`config.mk`:
```
export PLATFORM = sky130hd
export DESIGN_NAME = pwm_capture
export DESIGN_NICKNAME = d
export VERILOG_FILES = /design/src/rtl/pwm_capture.sv
export SDC_FILE = /design/constraint.sdc
export NUM_CORES = 1
export LEC_CHECK = 0
export CORE_MARGIN = 1
export CORE_UTILIZATION = 45
export CTS_BUF_LIST = sky130_fd_sc_hd__clkbuf_8
export DETAILED_ROUTE_END_ITERATION = 16
export PLACE_DENSITY = 0.67
export SLEW_MARGIN = 10
export SYNTH_ARGS = -nofsm -noshare
export SYNTH_HDL_FRONTEND = slang
export SYNTH_SLANG_ARGS = --single-unit
```
`constraint.sdc`:
```
create_clock -name clk_i -period 2.72 [get_ports clk_i]
set_input_delay 0.544 -clock clk_i [delete_from_list [all_inputs] [get_ports clk_i]]
set_output_delay 0.544 -clock clk_i [all_outputs]
set_load 0.02 [all_outputs]
```
`src/rtl/pwm_capture.sv`:
```
// PWM receiver: measures each full period of pwm_i and reports on/period counts,
// flagging a constant-level input through a period-length timeout.
module pwm_capture #(
  parameter int PWM_BW      = 3,
  parameter int SYNC_STAGES = 2
) (
  input  logic              clk_i,
  input  logic              nrst_i,
  input  logic              en_i,
  input  logic              pwm_i,
  output logic [PWM_BW-1:0] onCnt_o,
  output logic [PWM_BW-1:0] periodCnt_o,
  output logic              valid_o,
  output logic              stuck_o,
  output logic              level_o
);

  typedef enum logic [1:0] {
    IDLE,
    MEASURE,
    STUCK
  } state_e;

  localparam logic [PWM_BW:0]   TIMEOUT  = {1'b1, {PWM_BW{1'b0}}};
  localparam logic [PWM_BW-1:0] ONES     = {PWM_BW{1'b1}};
  localparam logic [PWM_BW-1:0] HI_START = {{(PWM_BW-1){1'b0}}, 1'b1};

  state_e                 state_q, state_d;
  logic [SYNC_STAGES-1:0] sync_q;
  logic                   prev_q;
  logic [PWM_BW:0]        per_cnt_q, per_cnt_d;
  logic [PWM_BW-1:0]      hi_cnt_q, hi_cnt_d;
  logic [PWM_BW-1:0]      on_cnt_q, on_cnt_d;
  logic [PWM_BW-1:0]      period_cnt_q, period_cnt_d;
  logic                   valid_q, valid_d;
  logic                   stuck_q, stuck_d;

  logic level;
  logic rise;
  logic hi_inc;

  assign level  = sync_q[SYNC_STAGES-1];
  assign rise   = level & ~prev_q;
  // The high counter is a period-bounded count; saturation only guards against overflow.
  assign hi_inc = level & ~(&hi_cnt_q);

  // NOTE: every flop, including the synchronizer, is cleared by the async reset so
  // that no spurious edge is seen on the first cycle after release.
  always_ff @(posedge clk_i or negedge nrst_i) begin
    if (!nrst_i) begin
      sync_q       <= '0;
      prev_q       <= 1'b0;
      state_q      <= IDLE;
      per_cnt_q    <= '0;
      hi_cnt_q     <= '0;
      on_cnt_q     <= '0;
      period_cnt_q <= '0;
      valid_q      <= 1'b0;
      stuck_q      <= 1'b0;
    end else begin
      sync_q       <= {sync_q[SYNC_STAGES-2:0], pwm_i};
      prev_q       <= level;
      state_q      <= state_d;
      per_cnt_q    <= per_cnt_d;
      hi_cnt_q     <= hi_cnt_d;
      on_cnt_q     <= on_cnt_d;
      period_cnt_q <= period_cnt_d;
      valid_q      <= valid_d;
      stuck_q      <= stuck_d;
    end
  end

  // NOTE: every signal driven here gets a default before any branch, so no path
  // leaves one unassigned and no latch is inferred.
  always_comb begin
    state_d      = state_q;
    per_cnt_d    = per_cnt_q;
    hi_cnt_d     = hi_cnt_q;
    on_cnt_d     = on_cnt_q;
    period_cnt_d = period_cnt_q;
    valid_d      = 1'b0;
    stuck_d      = stuck_q;

    if (!en_i) begin
      state_d   = IDLE;
      per_cnt_d = '0;
      hi_cnt_d  = '0;
    end else begin
      unique case (state_q)
        IDLE: begin
          per_cnt_d = '0;
          hi_cnt_d  = '0;
          // First edge only arms the measurement; the period before it is partial.
          if (rise) begin
            hi_cnt_d = HI_START;
            state_d  = MEASURE;
          end
        end
        MEASURE: begin
          if (rise) begin
            on_cnt_d     = hi_cnt_q;
            period_cnt_d = per_cnt_q[PWM_BW-1:0];
            valid_d      = 1'b1;
            stuck_d      = 1'b0;
            per_cnt_d    = '0;
            hi_cnt_d     = HI_START;
          end else if (per_cnt_q == TIMEOUT) begin
            state_d      = STUCK;
            stuck_d      = 1'b1;
            period_cnt_d = ONES;
            on_cnt_d     = level ? ONES : '0;
            valid_d      = 1'b1;
          end else begin
            per_cnt_d = per_cnt_q + 1'b1;
            hi_cnt_d  = hi_cnt_q + {{(PWM_BW-1){1'b0}}, hi_inc};
          end
        end
        STUCK: begin
          if (rise) begin
            per_cnt_d = '0;
            hi_cnt_d  = HI_START;
            state_d   = MEASURE;
          end
        end
        default: begin
          state_d   = IDLE;
          per_cnt_d = '0;
          hi_cnt_d  = '0;
        end
      endcase
    end
  end

  assign onCnt_o     = on_cnt_q;
  assign periodCnt_o = period_cnt_q;
  assign valid_o     = valid_q;
  assign stuck_o     = stuck_q;
  assign level_o     = level;

endmodule
```
* Word level (Yosys, flattened, before mapping)
Index checks and enable logic that the tools add are counted.
W data, S select, Z words.
** Storage, ports and cells
- Bits of input ports :: 4
- Output and inout port bits :: 9
- Logic and storage cells :: 57
- Register bits :: 20
** Operators by class
- Reduce and logical (&&, ||, !) cells :: 7
- Add/sub/neg operators :: 2
- Bitwise operators :: 4
- Equal/unequal tests :: 8
- Multiplexer cells :: 27
** Operator list (number)
- $mux W3 :: 9
- $mux W4 :: 4
- $ne A3 B3 Y1 const B :: 3
- $pmux W3 S3 :: 1
- $reduce_and A3 Y1 :: 3
- $mux W2 :: 4
- $pmux W4 S2 :: 1
- $mux W1 :: 7
- $add A4 B1 Y4 const B :: 1
- $eq A4 B4 Y1 const B :: 1
- $ne A4 B4 Y1 const B :: 1
- $pmux W2 S2 :: 1
- $add A3 B1 Y3 :: 1
- $ne A3 B2 Y1 const B :: 1
- $and A1 B1 Y1 :: 2
- $eq A2 B1 Y1 const B :: 1
- $eq A2 B2 Y1 const B :: 1
- $logic_not A2 Y1 :: 1
- $not A1 Y1 :: 2
- $reduce_and A2 Y1 :: 1
- $reduce_bool A2 Y1 :: 1
- $reduce_or A2 Y1 :: 1

* Depth between registers and ports, before layout
- Depth after elaboration :: 8
- Depth in mapped cells :: 7
- Gate-level depth less buffers :: 7

* Least setup slack after synthesis
No wires, ideal clock.
- Path kind :: register to register
- Start :: register sync_q[1]
- End :: register hi_cnt_q[2]
- Cell stages (with the launch flop) :: 7
- Clock period less this slack :: 1.611 ns
- Slack :: 1.109 ns
- Setup time :: 0.088 ns
- Arrival time :: 1.523 ns
- Buffers on the path :: 0
- Data required time :: 2.632 ns
- Path through :: dfrtp_1 -> inv_1 -> a31oi_1 -> ha_1 -> ha_1 -> or4_1 -> o211ai_1
** Between the ends
- Word-level cells in the longest chain between the ends :: 6
- Elaborated cells on any way between the ends :: 10
- Classes of those cells :: add/sub: 1; eq/ne: 2; mux: 4; bitwise: 2; reduce/logical: 1
** Ends and longest elaborated chain
- start: declaration :: line 29 : logic [SYNC_STAGES-1:0] sync_q;
- start signal: assignment :: line 61 : sync_q <= {sync_q[SYNC_STAGES-2:0], pwm_i};
- $and A1 B1 Y1 :: line 45 : assign hi_inc = level & ~(&hi_cnt_q);
- $add A3 B1 Y3 :: line 115 : hi_cnt_d = hi_cnt_q + {{(PWM_BW-1){1'b0}}, hi_inc};
- $mux W3 :: line 107 : end else if (per_cnt_q == TIMEOUT) begin
- $mux W3 :: line 100 : if (rise) begin
- $pmux W3 S3 :: line 89 : unique case (state_q)
- $mux W3 :: line 84 : if (!en_i) begin
- end signal: assignment :: line 65 : hi_cnt_q <= hi_cnt_d;
- end: declaration :: line 32 : logic [PWM_BW-1:0] hi_cnt_q, hi_cnt_d;
Several ways; a longest one is shown, not always the timed one. The select of a mux whose other input is x is not followed.
A chain may end at the register's enable or synchronous reset.

* Worst setup path in the final report
- Start :: register sync_q[1]
- End :: output port level_o
** RTL lines
- end: declaration :: line 15 : output logic level_o
No word-level cell between the ends.

==> results.yml <==
timing:
  worst_pin_slew_ns: 0.544
  final_max_slew_viol_count: 0
  fin_skew_ns: 0.00172
  hold_viol: 0
  finalCriticalPeriod_ns: 1.93
  fin_hold_ws_ns: 0.357
  max_freq_ghz: 0.519
  rsz0062_at_grt: "no"
  setup_tns_ns: 0
  min_period_over_period_pct: 70.8
  max_slew_margin_pct: 63.7
  setup_slack_ns: 0.794
  setup_viol: 0
global_routing:
  grt_overflow: 0
  antenna_found_initial: 0
  globalRouteTotalUtil_pct: 18.5
  grt_pass1_vias: 721
  grt_max_degree: 21
  grt_first_pass_wirelength_um: 3360
synth:
  ys_seq_area_share_pct: 49.9
  netlist_instances: 91
  synthTopCellsByArea: "dfrtp_1, ha_1, a21oi_1"
  synthTopCellsByCount: "dfrtp_1, inv_1, a21oi_1"
  synth-edff-count: 0
  synth.most_common_cell: "dfrtp_1"
  synth_top_area_share_pct: 49.9
  syn_nets: 99
  async_reset_ff_share_pct: 100
  ys_ff_latch: 20
  ys_warn_count: 0
  synth_top_cell_by_area: "dfrtp_1"
  syn_area_per_cell_um2: 11.0
  synth_area_um2: 1000
  yosys_most_used_dff: "dfrtp_1"
  yosysUniqueCellTypes: 34
clocking:
  cts_setup_buffers: 0
  cts_root_buffer: "clkbuf_8"
  clk_pin_slew_ns: 0.08
  cts_inserted_buffers: 3
  cts_tree: "yes"
  insertion_delay_ns: 0.26
  cts_resized: 0
  clockBufferDepth: 2
  cts_hold_buf: 0
  ctsHtreeMaxLevel: 1
  clock_sinks: 20
setup_path:
  worstPathRequired_ns: 2.18
  worstSetupPathDepth: 1
  path_cells: "clkdlybuf4s50_1"
  crit_buf_inv: 1
  slowest_delay_ns: 0.65
  startpoint_type: "flip-flop"
  end_kind: "primary output"
  arrival_ns: 1.38
  worstRegToRegCells: 5
  slowest_stage: "clkdlybuf4s50_1"
  path_class: "reg -> out"
  crit_family: "buffers and inverters"
  crit_fanout: 8
floorplan:
  pin_count: 13
  initial_core_util_pct: 49.6
  chipHeight_um: 49.2
  die_x_um: 49.2
  row_count: 16
  core_area_um2: 2020
  dieArea_um2: 2420
status:
  status: "complete, no violations"
routing:
  vias: 764
  drt-initial-drc-count: 31
  drt_wl_total_um: 1900
  antenna_left: 0
  via_per_inst: 5.74
  wl_per_cell_um: 14.3
  dr.pass1.iters: 4
  drc_errors: 0
worst_hold_path:
  whs_path_depth: 0
  hold_class: "reg -> reg"
placed_design:
  hpwl_um: 1330
  port_buffers: 12
  finalWeightedCongestion: 0.824
  pre_cts_slack_ns: 0.717
power_and_ir_drop:
  power_density_nw_per_um2: 557
  ir_worst_vdd_mv: 0.335
  p_leak_nw: 0.534
finish:
  drive_above_1_share_pct: 17.9
  fillers: 170
  multi_input_area_um2: 457
  syn_to_final_growth_pct: 20.3
  nets: 115
  seqCellArea_um2: 500
  num_antenna_cells: 0
flow_run:
  maxCapViolCount: 0
area by class of cell:
cell class | instances | share of cell area, %
multi-input combinational | 60 | 37.8
timing repair buffer | 13 | 10.6
tap | 27 | 2.80
clock buffer | 4 | 4.56
inverter | 9 | 2.80
sequential | 20 | 41.5
routing by layer:
metal	vias to the layer above	track usage (%)	routed length (um)
li1	367	-	-
met1	374	24.8	942
met2	21	28.5	871
met3	2	3.12	65
met4	0	9.80	23
met5	-	0	0
cell usage in the layout (no fill, tap or decap), types with 3 or more instances in the layout:
cell type / synthesis / layout
clkdlybuf4s50_1: 0 / 12
a21oi_1: 7 / 7
nand3_1: 5 / 5
dfrtp_1: 20 / 20
o22a_1: 3 / 3
clkbuf_8: 0 / 4
inv_1: 9 / 9
ha_1: 4 / 4
o221a_2: 3 / 3
nand2_1: 5 / 5
a21boi_0: 3 / 3
metrics by stage:
stage                     area (um2)  total power [mW]  instances  util (%)
after global placement          1150             0.445        129      57.0
after global routing            1210             0.703        133      59.7
after detailed placement        1150             0.448        129      57.0
after CTS                       1210             0.678        133      59.7
final                           1210             0.673        133      59.7
after floorplan                 1000             0.397         91         -
kinds of logic (layout without fill, tap and decap cells):
kind of cell    Yosys count  count (layout)  synth area share (%)
simple gates             31              31                  21.3
compound gates           24              24                  18.2
fa+ha+maj                 4               4                  4.99
flops                    20              20                  49.9
mux                       1               1                 0.998
buf+inv                  11              26                  4.61
worst register-to-register path: cells and delay by family (launching register included):
family	cells	cell delay [ns]
flip-flops	1	0.43
AND/OR/NAND/NOR	1	0.24
AO/OA/AOI/OAI	2	0.62
adder cells (fa/ha/maj)	1	0.22
buffers and inverters	1	0.07
flip-flops by register name, indices dropped and copies added, names as in the netlist:
signal	flops
per_cnt_q	4
valid_o	1
hi_cnt_q	3
prev_q	1
state_q	2
periodCnt_o	3
onCnt_o	3
stuck_o	1
sync_q	2
power breakdown:
group | total [mW] | switching [mW] | internal [mW]
combinational | 0.107 | 0.0521 | 0.0547
sequential | 0.334 | 0.0167 | 0.317
clock | 0.232 | 0.103 | 0.129
worst paths after layout:
kind,startpoint,slack [ns],end
worst min-delay path,sync_q[0],0.36,sync_q[1]
worst min register to register,sync_q[0],0.36,sync_q[1]
worst max-delay path,sync_q[1],0.79,level_o
max in group asynchronous,nrst_i,1.90,onCnt_o[1]
min in group asynchronous,nrst_i,0.62,per_cnt_q[1]
worst max register to register,per_cnt_q[0],1.00,per_cnt_q[1]
(Power assumes the default switching activity.)
